**src/rtl/iir_pkg.sv**
```systemverilog
// Shared definitions for the multichannel time-multiplexed biquad.
package iir_pkg;

  typedef logic [1:0] state_t;

  localparam state_t ST_IDLE  = 2'd0;
  localparam state_t ST_MAC   = 2'd1;
  localparam state_t ST_WRITE = 2'd2;
  localparam state_t ST_DONE  = 2'd3;

  localparam int MAC_STEPS = 5;
  // Guard bits so five full-scale products cannot wrap the accumulator.
  localparam int ACC_GUARD = 3;

  function automatic int acc_width(input int data_w, input int coeff_w);
    return data_w + coeff_w + ACC_GUARD;
  endfunction

endpackage

```
**src/rtl/iir_sat.sv**
```systemverilog
// Arithmetic right shift then clamp to the signed output range.
// Purely combinational, no handshake.
module iir_sat #(
  parameter int IN_WIDTH  = 37,
  parameter int OUT_WIDTH = 16,
  parameter int SHIFT     = 14
) (
  input  logic signed [IN_WIDTH-1:0]  din,
  output logic signed [OUT_WIDTH-1:0] dout
);

  localparam logic signed [IN_WIDTH-1:0] MAX_V =
    {{(IN_WIDTH-OUT_WIDTH+1){1'b0}}, {(OUT_WIDTH-1){1'b1}}};
  localparam logic signed [IN_WIDTH-1:0] MIN_V =
    {{(IN_WIDTH-OUT_WIDTH+1){1'b1}}, {(OUT_WIDTH-1){1'b0}}};

  logic signed [IN_WIDTH-1:0] shifted;

  assign shifted = din >>> SHIFT;

  always_comb begin
    if (shifted > MAX_V)
      dout = MAX_V[OUT_WIDTH-1:0];
    else if (shifted < MIN_V)
      dout = MIN_V[OUT_WIDTH-1:0];
    else
      dout = shifted[OUT_WIDTH-1:0];
  end

endmodule

```
**src/rtl/iir_biquad_mc.sv**
```systemverilog
// Direct-form-I biquad shared across CHANNELS with one multiplier; out_valid 6*CHANNELS+1
// cycles after a sample strobe. No backpressure: strobes arriving while busy are dropped and flagged.
module iir_biquad_mc
  import iir_pkg::*;
#(
  parameter int CHANNELS    = 2,
  parameter int DATA_WIDTH  = 16,
  parameter int COEFF_WIDTH = 18,
  parameter int COEFF_SCALE = 14,
  parameter int COUNT_BITS  = 10
) (
  input  logic                           clk,
  input  logic                           reset,
  input  logic [COUNT_BITS-1:0]          div,
  input  logic signed [COEFF_WIDTH-1:0]  A2,
  input  logic signed [COEFF_WIDTH-1:0]  A3,
  input  logic signed [COEFF_WIDTH-1:0]  B1,
  input  logic signed [COEFF_WIDTH-1:0]  B2,
  input  logic signed [COEFF_WIDTH-1:0]  B3,
  input  logic                           bypass,
  input  logic [CHANNELS*DATA_WIDTH-1:0] in,
  output logic [CHANNELS*DATA_WIDTH-1:0] out,
  output logic                           out_valid,
  output logic                           overrun
);

  localparam int AW = acc_width(DATA_WIDTH, COEFF_WIDTH);
  localparam int PW = DATA_WIDTH + COEFF_WIDTH;
  localparam int CW = (CHANNELS > 1) ? $clog2(CHANNELS) : 1;

  logic [COUNT_BITS-1:0]         count;
  logic                          strobe;
  state_t                        state;
  logic [CW-1:0]                 ch;
  logic [2:0]                    step;
  logic                          last_ch;
  logic signed [DATA_WIDTH-1:0]  x0 [CHANNELS];
  logic signed [DATA_WIDTH-1:0]  x1 [CHANNELS];
  logic signed [DATA_WIDTH-1:0]  x2 [CHANNELS];
  logic signed [DATA_WIDTH-1:0]  y0 [CHANNELS];
  logic signed [DATA_WIDTH-1:0]  y1 [CHANNELS];
  logic signed [AW-1:0]          acc;
  logic signed [COEFF_WIDTH-1:0] coef;
  logic signed [DATA_WIDTH-1:0]  samp;
  logic signed [PW-1:0]          prod;
  logic signed [AW-1:0]          prod_ext;
  logic signed [AW-1:0]          term;
  logic signed [AW-1:0]          acc_base;
  logic signed [DATA_WIDTH-1:0]  sat;

  assign strobe  = (div != '0) && (count == div - COUNT_BITS'(1));
  assign last_ch = (ch == CW'(CHANNELS - 1));

  always_comb begin
    coef = B1;
    samp = x0[ch];
    case (step)
      3'd1: begin coef = B2; samp = x1[ch]; end
      3'd2: begin coef = B3; samp = x2[ch]; end
      3'd3: begin coef = A2; samp = y0[ch]; end
      3'd4: begin coef = A3; samp = y1[ch]; end
      default: ;
    endcase
  end

  // Feedback terms are subtracted rather than negating A, which avoids overflow at the most negative coefficient.
  assign prod     = coef * samp;
  assign prod_ext = AW'(prod);
  assign term     = (step >= 3'd3) ? -prod_ext : prod_ext;
  assign acc_base = (step == 3'd0) ? '0 : acc;

  iir_sat #(
    .IN_WIDTH  (AW),
    .OUT_WIDTH (DATA_WIDTH),
    .SHIFT     (COEFF_SCALE)
  ) u_sat (
    .din  (acc),
    .dout (sat)
  );

  always_ff @(posedge clk) begin
    if (reset) begin
      count     <= '0;
      state     <= ST_IDLE;
      ch        <= '0;
      step      <= '0;
      acc       <= '0;
      out       <= '0;
      out_valid <= 1'b0;
      overrun   <= 1'b0;
      for (int i = 0; i < CHANNELS; i++) begin
        x0[i] <= '0;
        x1[i] <= '0;
        x2[i] <= '0;
        y0[i] <= '0;
        y1[i] <= '0;
      end
    end else begin
      out_valid <= 1'b0;
      if (div == '0 || strobe)
        count <= '0;
      else
        count <= count + COUNT_BITS'(1);

      if (strobe && state != ST_IDLE)
        overrun <= 1'b1;

      case (state)
        ST_IDLE: begin
          if (strobe) begin
            for (int i = 0; i < CHANNELS; i++) begin
              x2[i] <= x1[i];
              x1[i] <= x0[i];
              x0[i] <= in[i*DATA_WIDTH +: DATA_WIDTH];
            end
            ch    <= '0;
            step  <= '0;
            state <= ST_MAC;
          end
        end
        ST_MAC: begin
          acc <= acc_base + term;
          if (step == 3'(MAC_STEPS - 1)) begin
            step  <= '0;
            state <= ST_WRITE;
          end else begin
            step <= step + 3'd1;
          end
        end
        ST_WRITE: begin
          y1[ch] <= y0[ch];
          y0[ch] <= sat;
          if (last_ch) begin
            // Output lanes load on the edge into DONE so data and out_valid are visible together.
            for (int i = 0; i < CHANNELS; i++) begin
              if (bypass)
                out[i*DATA_WIDTH +: DATA_WIDTH] <= x0[i];
              else if (CW'(i) == ch)
                out[i*DATA_WIDTH +: DATA_WIDTH] <= sat;
              else
                out[i*DATA_WIDTH +: DATA_WIDTH] <= y0[i];
            end
            out_valid <= 1'b1;
            state     <= ST_DONE;
          end else begin
            ch    <= ch + CW'(1);
            state <= ST_MAC;
          end
        end
        ST_DONE: state <= ST_IDLE;
        default: state <= ST_IDLE;
      endcase
    end
  end

endmodule

```
**config.mk**
```make
export PLATFORM = sky130hd
export DESIGN_NAME = iir_biquad_mc
export DESIGN_NICKNAME = d
export VERILOG_FILES = /design/src/rtl/iir_pkg.sv /design/src/rtl/iir_sat.sv /design/src/rtl/iir_biquad_mc.sv
export SDC_FILE = /design/constraint.sdc
export NUM_CORES = 1
export LEC_CHECK = 0
export BUFFER_PORTS_ARGS = -buffer_cell sky130_fd_sc_hd__buf_2
export CORE_ASPECT_RATIO = 0.5
export CORE_MARGIN = 3
export CORE_UTILIZATION = 68
export CTS_CLUSTER_SIZE = 28
export DETAILED_ROUTE_END_ITERATION = 8
export GPL_TIMING_DRIVEN = 0
export MAX_ROUTING_LAYER = met4
export PLACE_DENSITY = 0.85
export SYNTH_ARGS = -nofsm -noshare
export SYNTH_HDL_FRONTEND = slang
export SYNTH_SLANG_ARGS = --single-unit
export TNS_END_PERCENT = 30
```
**constraint.sdc**
```tcl
create_clock -name clk -period 16.3 [get_ports clk]
set_input_delay 0.815 -clock clk [delete_from_list [all_inputs] [get_ports clk]]
set_output_delay 0.815 -clock clk [all_outputs]
set_load 0.02 [all_outputs]
```
# Word-level counts from Yosys, hierarchy flattened
# Memory sizes are Yosys's and may differ from the RTL's. A register that Yosys moved wholly into a read port is not among the register bits.
# Cells that the tools add are included.
# word_totals
output_inout_bits	34
input_bits	135
mem_count	5
ff_bits	87
word_cells	108
ramBits	160
# classes
n_lt_le_gt_ge	3
mul	1
muxes	50
eq_ne	10
bitwise_logic	7
n_reduce_logical	18
n_addsub	6
# mem_list
memory	words	width	rd	rd_clocked_by_memory_dff	write_ports	line_no	rtl
x0	2	16	3	1	2	iir_biquad_mc.sv:37	logic signed [DATA_WIDTH-1:0] x0 [CHANNELS];
x1	2	16	3	1	2	iir_biquad_mc.sv:38	logic signed [DATA_WIDTH-1:0] x1 [CHANNELS];
x2	2	16	1	1	2	iir_biquad_mc.sv:39	logic signed [DATA_WIDTH-1:0] x2 [CHANNELS];
y0	2	16	2	1	2	iir_biquad_mc.sv:40	logic signed [DATA_WIDTH-1:0] y0 [CHANNELS];
y1	2	16	1	1	2	iir_biquad_mc.sv:41	logic signed [DATA_WIDTH-1:0] y1 [CHANNELS];
# ops
cell	n
16-bit two-way mux	12
37-bit two-way mux	2
18-bit one-hot mux with 4 select lines	1
16-bit one-hot mux with 4 select lines	1
37-bit adder	1
34-bit negator with 37-bit output	1
18-bit by 16-bit multiplier with 34-bit output	1
16-bit OR reduction	2
1-bit two-way mux	26
23-bit by 16-bit greater-than comparator with 1-bit output (second input constant)	1
23-bit by 16-bit less-than comparator with 1-bit output (second input constant)	1
10-bit by 1-bit adder with 10-bit output (second input constant)	1
10-bit equality test	1
10-bit logical NOT	1
10-bit nonzero test	1
10-bit by 1-bit subtractor with 10-bit output (second input constant)	1
2-bit one-hot mux with 4 select lines	1
2-bit AND reduction	4
3-bit by 2-bit equality test with 1-bit output (second input constant)	2
2-bit two-way mux	3
3-bit two-way mux	2
1-bit OR	6
3-bit one-hot mux with 2 select lines	1
2-bit nonzero test	3
other kinds (15)	19

# Longest topological paths before layout
# depth
ltp_word	8
mapped_depth	49
mapped_depth_nobuf	46

# Hierarchy
# A second synthesis with hierarchy kept.
# hier_totals
hier_cells	2814
area_unflattened_um2	25928.6
# by_module_without_submodules
module	seq_area_each_um2	cells_each	area_each_um2	n_inst
iir_biquad_mc	6566.3	2757	25543.2	1
iir_sat	0.0	57	385.4	1

# Worst setup path after synthesis
# OpenSTA, ideal clock, no wires.
# synth_path
kind	flip-flop to flip-flop
startpoint	register (tool-made name)
endpoint	register acc[35]
n_path_buf	5
arrival_ps	10667
setup_slack_ps	5563
setup_ps	70
synth_period_minus_slack_ps	10737
required_time_ps	16230
stages_incl_launch_ff	44
cell_sequence	dfxtp_1 > clkbuf_1 > clkbuf_1 > buf_1 > clkbuf_1 > mux2i_1 > o2111ai_1 > o21ai_1 > clkbuf_1 > nor2_1 > fa_1 > inv_1 > fa_1 > fa_1 > fa_1 > inv_1 > fa_1 > inv_1 > [... 8 more ...] > nand4b_1 > nor4b_2 > o21ai_0 > o31ai_1 > xnor2_1 > ha_1 > a21oi_1 > nor2b_1 > o21ai_0 > nand2b_1 > nand2_1 > o21ai_0 > o31ai_1 > nor2_1 > a2111oi_0 > xnor2_1 > nand2_1 > a21oi_1
# synth_rtl
element	line_no	rtl
to (signal assigned)	iir_biquad_mc.sv:122	acc <= acc_base + term;
to (decl)	iir_biquad_mc.sv:42	logic signed [AW-1:0] acc;

# Worst setup path in the final report
# layout_path
startpoint	register step[0]
endpoint	register acc[36]
# layout_via
elab_chain_cells	6
elab_cells_between_ends	13
cone_classes	add/sub (2); mul (1); order compare (1); eq/ne (4); mux (4); reduce/logical (1)
# layout_rtl
element	line_no	rtl
from (decl)	iir_biquad_mc.sv:35	logic [2:0] step;
from (signal assigned)	iir_biquad_mc.sv:127	step <= step + 3'd1;
3-bit equality test, or another cell as far along	iir_biquad_mc.sv:57	case (step)
18-bit one-hot mux with 4 select lines or 16-bit one-hot mux with 4 select lines (tied branches)	iir_biquad_mc.sv:57	
18-bit by 16-bit multiplier with 34-bit output	iir_biquad_mc.sv:67	assign prod = coef * samp;
34-bit negator with 37-bit output	iir_biquad_mc.sv:69	assign term = (step >= 3'd3) ? -prod_ext : prod_ext;
37-bit two-way mux	iir_biquad_mc.sv:69	
37-bit adder *	iir_biquad_mc.sv:122	
# Every way passes the cells marked *; elsewhere a longest branch is shown, timed or not.
# A chain may end at the register's enable or synchronous reset.

==> summary.txt <==
Worst Path Max Fanout - 10
f_max - 70.7 MHz
register area share after synthesis - 25.9%
first-pass GRT wire length - 120000 um
area grow syn2layout - 8.82%
Synth top cells by count - inv_1, nor2_1, fa_1, nand2_1, edfxtp_1
insertion delay to the later sink of the worst-skew pair - 570 ps
Std-Cell Rows - 49
largest stage delay on the critical path - 700 ps
CTS tree - done
# DRC - 0
Core ar. - 36300 um^2
Max Cap Viol - 2
crit share post-route - 86.8%
Post-synth EDFFs - 160
hold_buf cts - 0
crit path time final - 14150 ps
critical path type - reg2reg
starting density of the core - 69.7%
Num Clock Sinks - 248
most frequent cell after synthesis - inv_1
synthesized instance count - 2752
RSZ-0062 raised after global routing - no
DR vias/cell - 6.28
dpl cell area - 26800 um^2
Placed Instances - 3403
# IOs - 169
# fillers - 2536
post-synth cell types - 78
clk buf depth - 3
post-CTS resize count - 0
Worst Skew - 33.1 ps
Final Hold Viols - 0
die area - 39700 um^2
Slew Viols, Final - 10
Avg WL per Cell - 22.7 um
Ys Warns - 0
number of synthesized register bits - 248
Avg Synthesized Cell Area - 9.20 um^2
hold_ws - 447 ps
WP data required - 16730 ps
measured slew at the worst slew-check pin - 1550 ps
gpl congestion - 1.05
largest net degree at the start of global routing - 68
antenna violations before repair - 1
cell accounting for the most synthesized area - fa_1
synthesized area - 25300 um^2
largest cells by area after synthesis - fa_1, edfxtp_1, dfxtp_1
TritonCTS Buffers - 23
post-route antenna net violation count - 0
final wirelength - 78300 um
Congestion Overflow GR - 0
CP most frequent cell - fa_1
endpoints failing setup - 0
die height - 142 um
status - finished with violations
Die Width - 279 um
Rel. slew slack - -3.54%
synthesized net count - 3308
Total GRT Usage - 41.0%
Non-Filler Instances - 3447
final net count - 3501
DR iter-0 viols - 2678
CP delay by family, top - adder cells
failing checks - capacitance limit, slew limit
CP Capture Type - register
Arr. time, crit path - 14580 ps
setup repair bufs after CTS - 0
post-detail-place hpwl - 61900 um
clock slew at reported path FFs - 80 ps
CTS root buf - clkbuf_16
vias in the first global route - 21.5k
final instance area - 27500 um^2
slowest CP cell - buf_1
via count - 21.7k
Hold WC Path Type - reg2reg
# port buffers - 166
FFs w/ async S/R, synth - 0%
Critical Path Source Type - register
layout cells sized above 1 - 9.39%
Buf/Inv on CP - 9
drt first pass iters - 9
Post-Route Setup TNS - 0 ps
Synth top area share - 23.1%
Main synth FF type - edfxtp_1
H-tree level count - 1
## cells by family (layout without fill, tap and decap cells)
kind of cell / Yosys count / in the layout / share of synthesized area, %
AND/OR/NAND/NOR: 898 / 898 / 16.4
buffers and inverters: 481 / 691 / 7.19
AO/OA/AOI/OAI: 476 / 476 / 12.4
adder cells (fa/ha/maj): 421 / 421 / 29.5
flip-flops: 248 / 248 / 25.9
XOR/XNOR: 117 / 117 / 4.13
multiplexers: 111 / 111 / 4.52
other: 0 / 1 / 0
## worst paths after layout
kind	from	slack, ps	cells past startpoint	endpoint
max	step[0]	2150	42	acc[36]
min	acc[7]	450	2	acc[7]
max reg2reg	step[0]	2150	42	acc[36]
min reg2reg	acc[7]	450	2	acc[7]
## worst reg2reg max path, delay by kind of cell, from the launching register on
family                     cells  cell delay [ps]
muxes                          1              220
xor gates and xnor gates       3              670
AOI/OAI and AO/OA             12             3850
and+or+nand+nor                8             1890
buffers and inverters          9             2670
adders and majority gates      9             4350
DFF                            1              370
## routing by layer
layer | part of all wire [%] | global-route usage (%)
met5 | 0 | -
met4 | 6.0 | 19.8
met3 | 14 | 13.9
met1 | 36 | 50.2
met2 | 44 | 61.6
## sequential cells by signal, indices dropped and copies added (netlist names), named ones only
register and count:
x2 32, x0 32, y1 32, out 32
state 2, count 10, ch 1, y0 32
x1 32, step 3, out_valid 1, acc 37
overrun 1
## cells in the final DEF, fill, tap and decap left out, types with 36 or more instances in the layout
cell	instances
dfxtp_1	88
xnor2_1	68
and2_1	143
ha_1	129
a22oi_1	36
nor2_1	347
a21oi_1	133
fa_1	292
inv_1	360
nand2_1	247
o21ai_0	95
edfxtp_1	160
buf_2	171
mux2i_1	85
clkbuf_1	108
xor2_1	47
## area by class of cell
class / count / area, um^2 / area share (%)
multi-input cells: 2023 / 16900 / 61.5
plain buffers: 119 / 460 / 1.67
clock inverters: 13 / 133 / 0.481
clock buffers: 29 / 609 / 2.21
well taps: 484 / 606 / 2.20
diodes: 1 / 2.50 / 0.00908
inverters: 362 / 1360 / 4.93
repair buffers: 168 / 873 / 3.17
flip-flops and latches: 248 / 6570 / 23.8
## through the flow
stage               util [%]  worst slack (ps)
finish                  75.9              2150
global route            75.9              1590
floorplan                  -              5560
detailed placement      73.8              2660
global placement        73.7              2930
CTS                     75.9              2620
Power is not shown: default switching activity piles up to over one toggle a cycle in this logic, so the estimate is an artifact.
